[config.mk]
export PLATFORM = sky130hd
export DESIGN_NAME = booth_seq_ctrl
export DESIGN_NICKNAME = d
export VERILOG_FILES = /design/src/rtl/booth_seq_ctrl.sv
export SDC_FILE = /design/constraint.sdc
export NUM_CORES = 1
export LEC_CHECK = 0
export BUFFER_PORTS_ARGS = -buffer_cell sky130_fd_sc_hd__buf_2
export CAP_MARGIN = 20
export CORE_ASPECT_RATIO = 1.75
export CORE_MARGIN = 3
export CORE_UTILIZATION = 45
export DETAILED_ROUTE_END_ITERATION = 6
export GPL_TIMING_DRIVEN = 0
export HOLD_SLACK_MARGIN = 0.05
export PLACE_DENSITY = 0.79
export RECOVER_POWER = 100
export SKIP_LAST_GASP = 1
export SYNTH_ARGS = -nofsm -noshare
export SYNTH_HDL_FRONTEND = slang
export SYNTH_SLANG_ARGS = --single-unit
[constraint.sdc]
create_clock -name clk -period 2.6 [get_ports clk]
set_input_delay 0.13 -clock clk [delete_from_list [all_inputs] [get_ports clk]]
set_output_delay 0.13 -clock clk [all_outputs]
set_load 0.005 [all_outputs]
[src/rtl/booth_seq_ctrl.sv]
// booth_seq_ctrl: radix-2 Booth shift-add multiplier sequencer with internal datapath.
// Revision 1.0
`default_nettype none

module booth_seq_ctrl #(
  parameter int WIDTH = 4,
  parameter int CW    = $clog2(WIDTH + 1)
) (
  input  logic                 clk,
  input  logic                 rst,
  input  logic                 start,
  input  logic [WIDTH-1:0]     multiplicand,
  input  logic [WIDTH-1:0]     multiplier,
  output logic                 busy,
  output logic                 done,
  output logic [2*WIDTH-1:0]   product,
  output logic                 load,
  output logic                 alu_en,
  output logic                 alu_sel,
  output logic                 shift_en,
  output logic [CW-1:0]        cnt
);

  localparam logic [2:0] S_IDLE  = 3'd0;
  localparam logic [2:0] S_LOAD  = 3'd1;
  localparam logic [2:0] S_EVAL  = 3'd2;
  localparam logic [2:0] S_SHIFT = 3'd3;
  localparam logic [2:0] S_DONE  = 3'd4;

  logic [2:0]         state;
  logic [2:0]         state_next;
  logic [WIDTH:0]     acc;
  logic [WIDTH-1:0]   q_reg;
  logic               q_m1;
  logic [WIDTH-1:0]   m_reg;
  logic [CW-1:0]      cnt_r;
  logic [2*WIDTH-1:0] prod_r;

  logic [WIDTH:0]     m_ext;
  logic [WIDTH:0]     acc_sh;
  logic [WIDTH-1:0]   q_sh;

  // Accumulator carries one guard bit so -(-2^(W-1)) stays representable.
  assign m_ext  = {m_reg[WIDTH-1], m_reg};
  assign acc_sh = {acc[WIDTH], acc[WIDTH:1]};
  assign q_sh   = {acc[0], q_reg[WIDTH-1:1]};

  always_ff @(posedge clk) begin
    if (rst) state <= S_IDLE;
    else     state <= state_next;
  end

  always_comb begin
    state_next = state;
    case (state)
      S_IDLE:  if (start) state_next = S_LOAD;
      S_LOAD:  state_next = S_EVAL;
      S_EVAL:  state_next = S_SHIFT;
      S_SHIFT: state_next = (cnt_r == CW'(1)) ? S_DONE : S_EVAL;
      S_DONE:  state_next = start ? S_LOAD : S_IDLE;
      default: state_next = S_IDLE;
    endcase
  end

  always_ff @(posedge clk) begin
    if (rst) begin
      acc    <= '0;
      q_reg  <= '0;
      q_m1   <= 1'b0;
      m_reg  <= '0;
      cnt_r  <= '0;
      prod_r <= '0;
    end else begin
      case (state)
        S_IDLE, S_DONE: begin
          if (start) begin
            m_reg <= multiplicand;
            q_reg <= multiplier;
          end
        end
        S_LOAD: begin
          acc   <= '0;
          q_m1  <= 1'b0;
          cnt_r <= CW'(WIDTH);
        end
        S_EVAL: begin
          if (q_reg[0] && !q_m1)      acc <= acc - m_ext;
          else if (!q_reg[0] && q_m1) acc <= acc + m_ext;
        end
        S_SHIFT: begin
          acc   <= acc_sh;
          q_reg <= q_sh;
          q_m1  <= q_reg[0];
          cnt_r <= cnt_r - CW'(1);
          // Final shift: capture the post-shift {A,Q} low 2W bits.
          if (cnt_r == CW'(1)) prod_r <= {acc_sh[WIDTH-1:0], q_sh};
        end
        default: ;
      endcase
    end
  end

  always_comb begin
    busy     = 1'b0;
    done     = 1'b0;
    load     = 1'b0;
    alu_en   = 1'b0;
    alu_sel  = 1'b0;
    shift_en = 1'b0;
    case (state)
      S_LOAD: begin
        busy = 1'b1;
        load = 1'b1;
      end
      S_EVAL: begin
        busy    = 1'b1;
        alu_en  = q_reg[0] ^ q_m1;
        alu_sel = !q_reg[0] && q_m1;
      end
      S_SHIFT: begin
        busy     = 1'b1;
        shift_en = 1'b1;
      end
      S_DONE:  done = 1'b1;
      default: ;
    endcase
  end

  assign product = prod_r;
  assign cnt     = cnt_r;

endmodule

`default_nettype wire

Word level (Yosys, flattened, before mapping)
Cells that the tools add are included.
{"block": "classes", "n_addsub": 3, "eq_ne": 8, "muxes": 17, "n_bitwise": 2, "reduce_logical": 16}
{"operator": "one-hot mux 3 bit (5 select lines)", "count": 1}
{"operator": "one-hot mux 5 bit (3 select lines)", "count": 1}
{"operator": "2-to-1 mux 5 bit", "count": 2}
{"operator": "one-hot mux 4 bit (2 select lines)", "count": 1}
{"operator": "AND reduction 2 bit", "count": 4}
{"operator": "2-to-1 mux 1 bit", "count": 7}
{"operator": "equality test 3 x 1 -> 1 bit (second input constant)", "count": 2}
{"operator": "equality test 3 x 2 -> 1 bit (second input constant)", "count": 2}
{"operator": "2-to-1 mux 3 bit", "count": 2}
{"operator": "one-hot mux 3 bit (2 select lines)", "count": 1}
{"operator": "nonzero test 2 bit", "count": 3}
{"operator": "adder 5 bit", "count": 1}
{"operator": "subtractor 5 bit", "count": 1}
{"operator": "2-to-1 mux 4 bit", "count": 1}
{"operator": "!= test 2 bit (second input constant)", "count": 2}
{"operator": "equality test 3 bit (second input constant)", "count": 1}
{"operator": "logical NOT 3 bit", "count": 1}
{"operator": "!= test 3 bit (second input constant)", "count": 1}
{"operator": "AND reduction 3 bit", "count": 1}
{"operator": "nonzero test 3 bit", "count": 1}
{"operator": "OR reduction 3 bit", "count": 1}
{"operator": "subtractor 3 x 1 -> 3 bit (second input constant)", "count": 1}
{"operator": "logical AND 1 bit", "count": 2}
{"operator": "logical NOT 1 bit", "count": 2}
{"operator": "4 further kinds", "count": 4}
{"block": "word_totals", "regBits": 28, "in_bits": 11, "output_inout_bits": 17, "elab_cells": 54}

Logic depth before layout (Yosys ltp)
{"block": "depth", "depth_word": 5, "depth_mapped": 10, "depth_no_buf": 10}

Least setup slack after synthesis
OpenSTA, ideal clock, no wires.
{"block": "synth_path", "kind": "reg-to-reg", "from": "register q_m1", "to": "register acc[4]", "setup_ns": 0.074, "arrival_ns": 2.090, "required_time_ns": 2.526, "setup_slack_ns": 0.436, "stages_incl_launch_ff": 10, "n_path_buf": 0, "period_less_slack_ns": 2.164, "path_cell_list": "dfxtp_1 > inv_1 > ha_1 > mux2i_1 > fa_1 > a21o_1 > a21oi_2 > xnor2_1 > or4_1 > a31oi_1"}
{"block": "synth_via", "elab_chain_cells": 4, "word_cells_on_any_way": 7, "classes_between": "1 x eq/ne; 2 x mux; 4 x reduce/logical"}
{"element": "start, declared", "line_no": "34", "text": "logic q_m1;"}
{"element": "start signal, assigned", "line_no": "93", "text": "q_m1 <= q_reg[0];"}
{"element": "logical NOT 1 bit", "line_no": "87", "text": "if (q_reg[0] && !q_m1) acc <= acc - m_ext;"}
{"element": "logical AND 1 bit", "line_no": "87"}
{"element": "!= test 3 bit (no line) / 2-to-1 mux 5 bit (equally long branches)"}
{"element": "AND reduction 3 bit (no line) / one-hot mux 5 bit (3 select lines) (equally long branches)"}
{"element": "end signal, assigned", "line_no": "87"}
{"element": "end signal, assigned", "line_no": "88", "text": "else if (!q_reg[0] && q_m1) acc <= acc + m_ext;"}
{"element": "end signal, assigned", "line_no": "91", "text": "acc <= acc_sh;"}
{"element": "end, declared", "line_no": "32", "text": "logic [WIDTH:0] acc;"}
Parallel ways exist; a longest one is shown, timed or not.
A chain may end at the register's enable or synchronous reset.

Final worst setup path
{"block": "layout_path", "from": "register q_reg[0]", "to": "register acc[4]"}
{"block": "layout_via", "elab_chain_cells": 4, "word_cells_on_any_way": 7, "classes_between": "1 x eq/ne; 2 x mux; 4 x reduce/logical"}
{"element": "start, declared", "line_no": "33", "text": "logic [WIDTH-1:0] q_reg;"}
{"element": "start signal, assigned", "line_no": "78", "text": "q_reg <= multiplier;"}
{"element": "start signal, assigned", "line_no": "92", "text": "q_reg <= q_sh;"}
{"element": "logical NOT 1 bit", "line_no": "88"}
{"element": "logical AND 1 bit", "line_no": "88"}
{"element": "!= test 3 bit (no line)"}
{"element": "AND reduction 3 bit (no line)"}
Parallel ways exist; a longest one is shown, timed or not.

==> results.md <==
- Outcome: complete, no violations
- Global route total overflow: 0
- Highest routed layer: met4
- Syn. warnings: 0
- Clk sink count: 28
- Total routed wire length on the met1 layer: 1260 um
- Slew margin rel.: 62.3%
- Crit Path Class: register to register
- Number of inserted diodes: 0
- Post-synth top flop: sky130_fd_sc_hd__dfxtp_1
- Setup repair after global routing missed its margin: no
- Fin crit period: 2370 ps
- Clock transition at the registers of the reported paths: 100 ps
- Total nets after synthesis: 200
- Initial Util: 48.5%
- Area added between synthesis and finish: 16.6%
- Floorplan die width: around 49 um
- CP endpoint: acc[4]
- Final worst clock skew: 4.39 ps
- Ports placed on the boundary: 28
- Least-Margin Pin Slew: between 500 and 600 ps
- Worst path required time: 2810 ps
- Reported leakage power: 0.000687 uW
- Tightest Hold Check Type: primary input to register
- Number of global-route vias before repair: 1236
- Number of distinct library cell variants in the gate-level netlist after synthesis: 36
- Peak Freq: roughly 420 MHz
- Clock tree from TritonCTS: yes
- Vias after detailed routing: ~1300
- Final Instance Area: around 1700 um^2
- Maximum cell stage delay along the critical path: 460 ps
- Detailed router's first-iteration violation count: 19
- Number of vias per cell after detailed routing: 5.12
- Root buffer cell: sky130_fd_sc_hd__clkbuf_8
- Detailed-route wire length per cell: 12.7 um
- Clock insertion delay at the later pin of the skew report: 280 ps
- All-layer global routing usage: 17.6%
- Number of antenna violations at the first check in global routing: 0
- DP HPWL: 2400 um
- Ratio of cells with drive above 1 in the final layout: 13.9%
- Kind of start point of the critical path: register
- Setup slack at placement: around 250 ps
- Max FO, Critical Path: 5
- RR Endpoint: acc[4]
- Final routed DRC violation total: 0
- Placement Rows: 26
- Placer Congestion: 0.860
- Period Utilization, post-route: a little over 90%
- Detail Route Antenna Nets: 0
- Area share of the largest cell type after synthesis: 38.6%
- Post-Syn Instances: 179
- Maximum number of pins on one net before global-route repair: 17
- Syn Area/Cell: just over 8 um^2
- Largest register FFs: 8
- Proportion of synthesized flip-flops having asynchronous set or reset: 0%
- Reg2Reg Depth: 8
- Post-cts sizing count: 0
- Worst-path cell with the longest stage delay: sky130_fd_sc_hd__fa_1
- Inserted Clock Buffers: 3
- Final setup vio count: 0
- # nets final: 231
- Multi-input combinational cell area: just over 800 um^2
- Area of all sequential standard cells: 561 um^2
- Wire length of the first global-routing pass: 5380 um
- Total Die Area: slightly below 4000 um^2
- Cell types with the largest area share after synthesis: sky130_fd_sc_hd__dfxtp_1 (39%), sky130_fd_sc_hd__ha_1 (7.8%), sky130_fd_sc_hd__nor2_1 (7.2%)
- Number of pins with negative max-slew slack in the final report: 0
- Cells along the critical path: ha_1 > mux2i_1 > fa_1 > a21o_1 > a21oi_2 > xnor2_1 > or4_1 > a31oi_1
- Core Region: 2990 um^2
- Startpoint of the worst setup timing path: q_reg[0]
- Number of buffers between clock root and the deepest sink: 2
- Max H-tree Level: 1
- IO Port Bufs: 26
- Worst supply voltage drop on vdd: 0.000437 V
- Total count of hold-check failures in the final report: 0
- Final WS setup: 228 ps
- Number of enable flip-flop cells after synthesis: 0
- Number of buffers added for setup after CTS: 0
- RR Startpoint: q_reg[0]
- First-pass iteration count of the detailed router: 4
- Post-synthesis instance area: 1450 um^2
- Cell taking the most area after synthesis: sky130_fd_sc_hd__dfxtp_1
- Hold_buf cts: 0
- Max-cap violation count: 0
- Post-place instance area: 1640 um^2
- P per Cell Area: 618 nW/um^2
- Routed wl met2: 1700 um
- Worst R2R Setup Slack: 230 ps
- Chip height: 81.2 um
- Proportion of synthesized chip area in sequential cells: 38.6%
- CP arrival: about 2600 ps
- Setup TNS: 0 ps
- Post-synthesis sequential element count: 28
- Length of routed met3 wiring: 97 um
- Hold Worst Slack: 76.4 ps
- Overall routed net length: around 3200 um
- Filler cell count: around 310
- Sort of element at the end of the critical path: register
==> through the flow <==
step                total power [uW]  util (%)  cells
finish                          1050      56.6    251
detailed placement               710      54.6    247
global placement                 707      54.6    247
global route                    1100      56.6    251
floorplan                        655         -    179
CTS                             1050      57.0    251
==> report_power, final <==
group | total [uW] | switching (uW) | internal (uW)
clock | 344 | 138 | 206
sequential | 479 | 26.8 | 452
combinational | 223 | 125 | 98.9
==> cell usage after synthesis, types with 3 or more instances <==
cell,number
sky130_fd_sc_hd__xnor2_1,4
sky130_fd_sc_hd__nor3_1,3
sky130_fd_sc_hd__a21oi_1,13
sky130_fd_sc_hd__nand3_1,5
sky130_fd_sc_hd__dfxtp_1,28
sky130_fd_sc_hd__nor2_1,28
sky130_fd_sc_hd__nor2b_1,3
sky130_fd_sc_hd__mux2i_1,9
sky130_fd_sc_hd__nand2_1,24
sky130_fd_sc_hd__inv_1,11
sky130_fd_sc_hd__a311oi_1,6
sky130_fd_sc_hd__a211oi_1,3
sky130_fd_sc_hd__o21ai_0,4
sky130_fd_sc_hd__ha_1,9
sky130_fd_sc_hd__clkbuf_1,4
==> area by class of cell <==
class / count / area share [%]
Buffer: 8 / 1.77
Sequential cell: 28 / 33.1
Clock buffer: 3 / 2.44
Multi-Input combinational cell: 132 / 47.9
Timing Repair Buffer: 26 / 7.46
Inverter: 11 / 2.44
Clock inverter: 1 / 1.77
Tap cell: 42 / 3.10
==> cell families (layout without fill, tap and decap cells) <==
family,Yosys count,in the layout,synth area share (%)
AND/OR/NAND/NOR,76,76,23.5
AO/OA/AOI/OAI,32,32,14.2
flip-flops,28,28,38.6
multiplexers,9,9,6.20
buffers and inverters,19,49,5.34
XOR/XNOR,5,5,3.01
adder cells (fa/ha/maj),10,10,9.13
==> critical path: cells and delay by family (launching register included) <==
kind            cells  cell delay (ps)
compound gates      3              480
xor+xnor            1               90
fa+ha+maj           2              740
flops               1              430
mux                 1              170
simple gates        1              390
==> layout by cell type, fill, tap and decap left out, types with 2 or more instances in the layout <==
master                     count
sky130_fd_sc_hd__a21oi_1      13
sky130_fd_sc_hd__mux2i_1       9
sky130_fd_sc_hd__inv_1        11
sky130_fd_sc_hd__nand2b_1      2
sky130_fd_sc_hd__dfxtp_1      28
sky130_fd_sc_hd__ha_1          9
sky130_fd_sc_hd__nor2b_1       3
sky130_fd_sc_hd__nor3_1        3
sky130_fd_sc_hd__clkbuf_1     10
sky130_fd_sc_hd__xnor2_1       4
sky130_fd_sc_hd__a211oi_1      3
sky130_fd_sc_hd__buf_2        21
sky130_fd_sc_hd__clkbuf_2      2
sky130_fd_sc_hd__nor2_1       28
sky130_fd_sc_hd__o21ai_0       4
sky130_fd_sc_hd__a311oi_1      6
sky130_fd_sc_hd__nand2_1      25
sky130_fd_sc_hd__a21o_1        2
sky130_fd_sc_hd__nand3_1       5
sky130_fd_sc_hd__clkbuf_8      3
==> routing by layer <==
| metal | global-route usage, % | up-vias |
|---|---|---|
| met1 | 17.3 | 582 |
| met4 | 12.5 | 0 |
| li1 | - | 663 |
| met3 | 2.20 | 11 |
| met5 | 0 | - |
| met2 | 33.4 | 28 |
==> how the worst min path moves through the flow <==
stage	from	end	slack (ps)	cells after the start
after floorplan	multiplicand[1]	m_reg[1]	270	2
after global placement	multiplicand[1]	m_reg[1]	370	3
after detailed placement	multiplicand[0]	m_reg[0]	380	3
after CTS	multiplicand[0]	m_reg[0]	80	3
after global routing	multiplicand[3]	m_reg[3]	70	3
final	multiplicand[1]	m_reg[1]	80	3
Note: power is estimated with default switching activity, not from simulation.
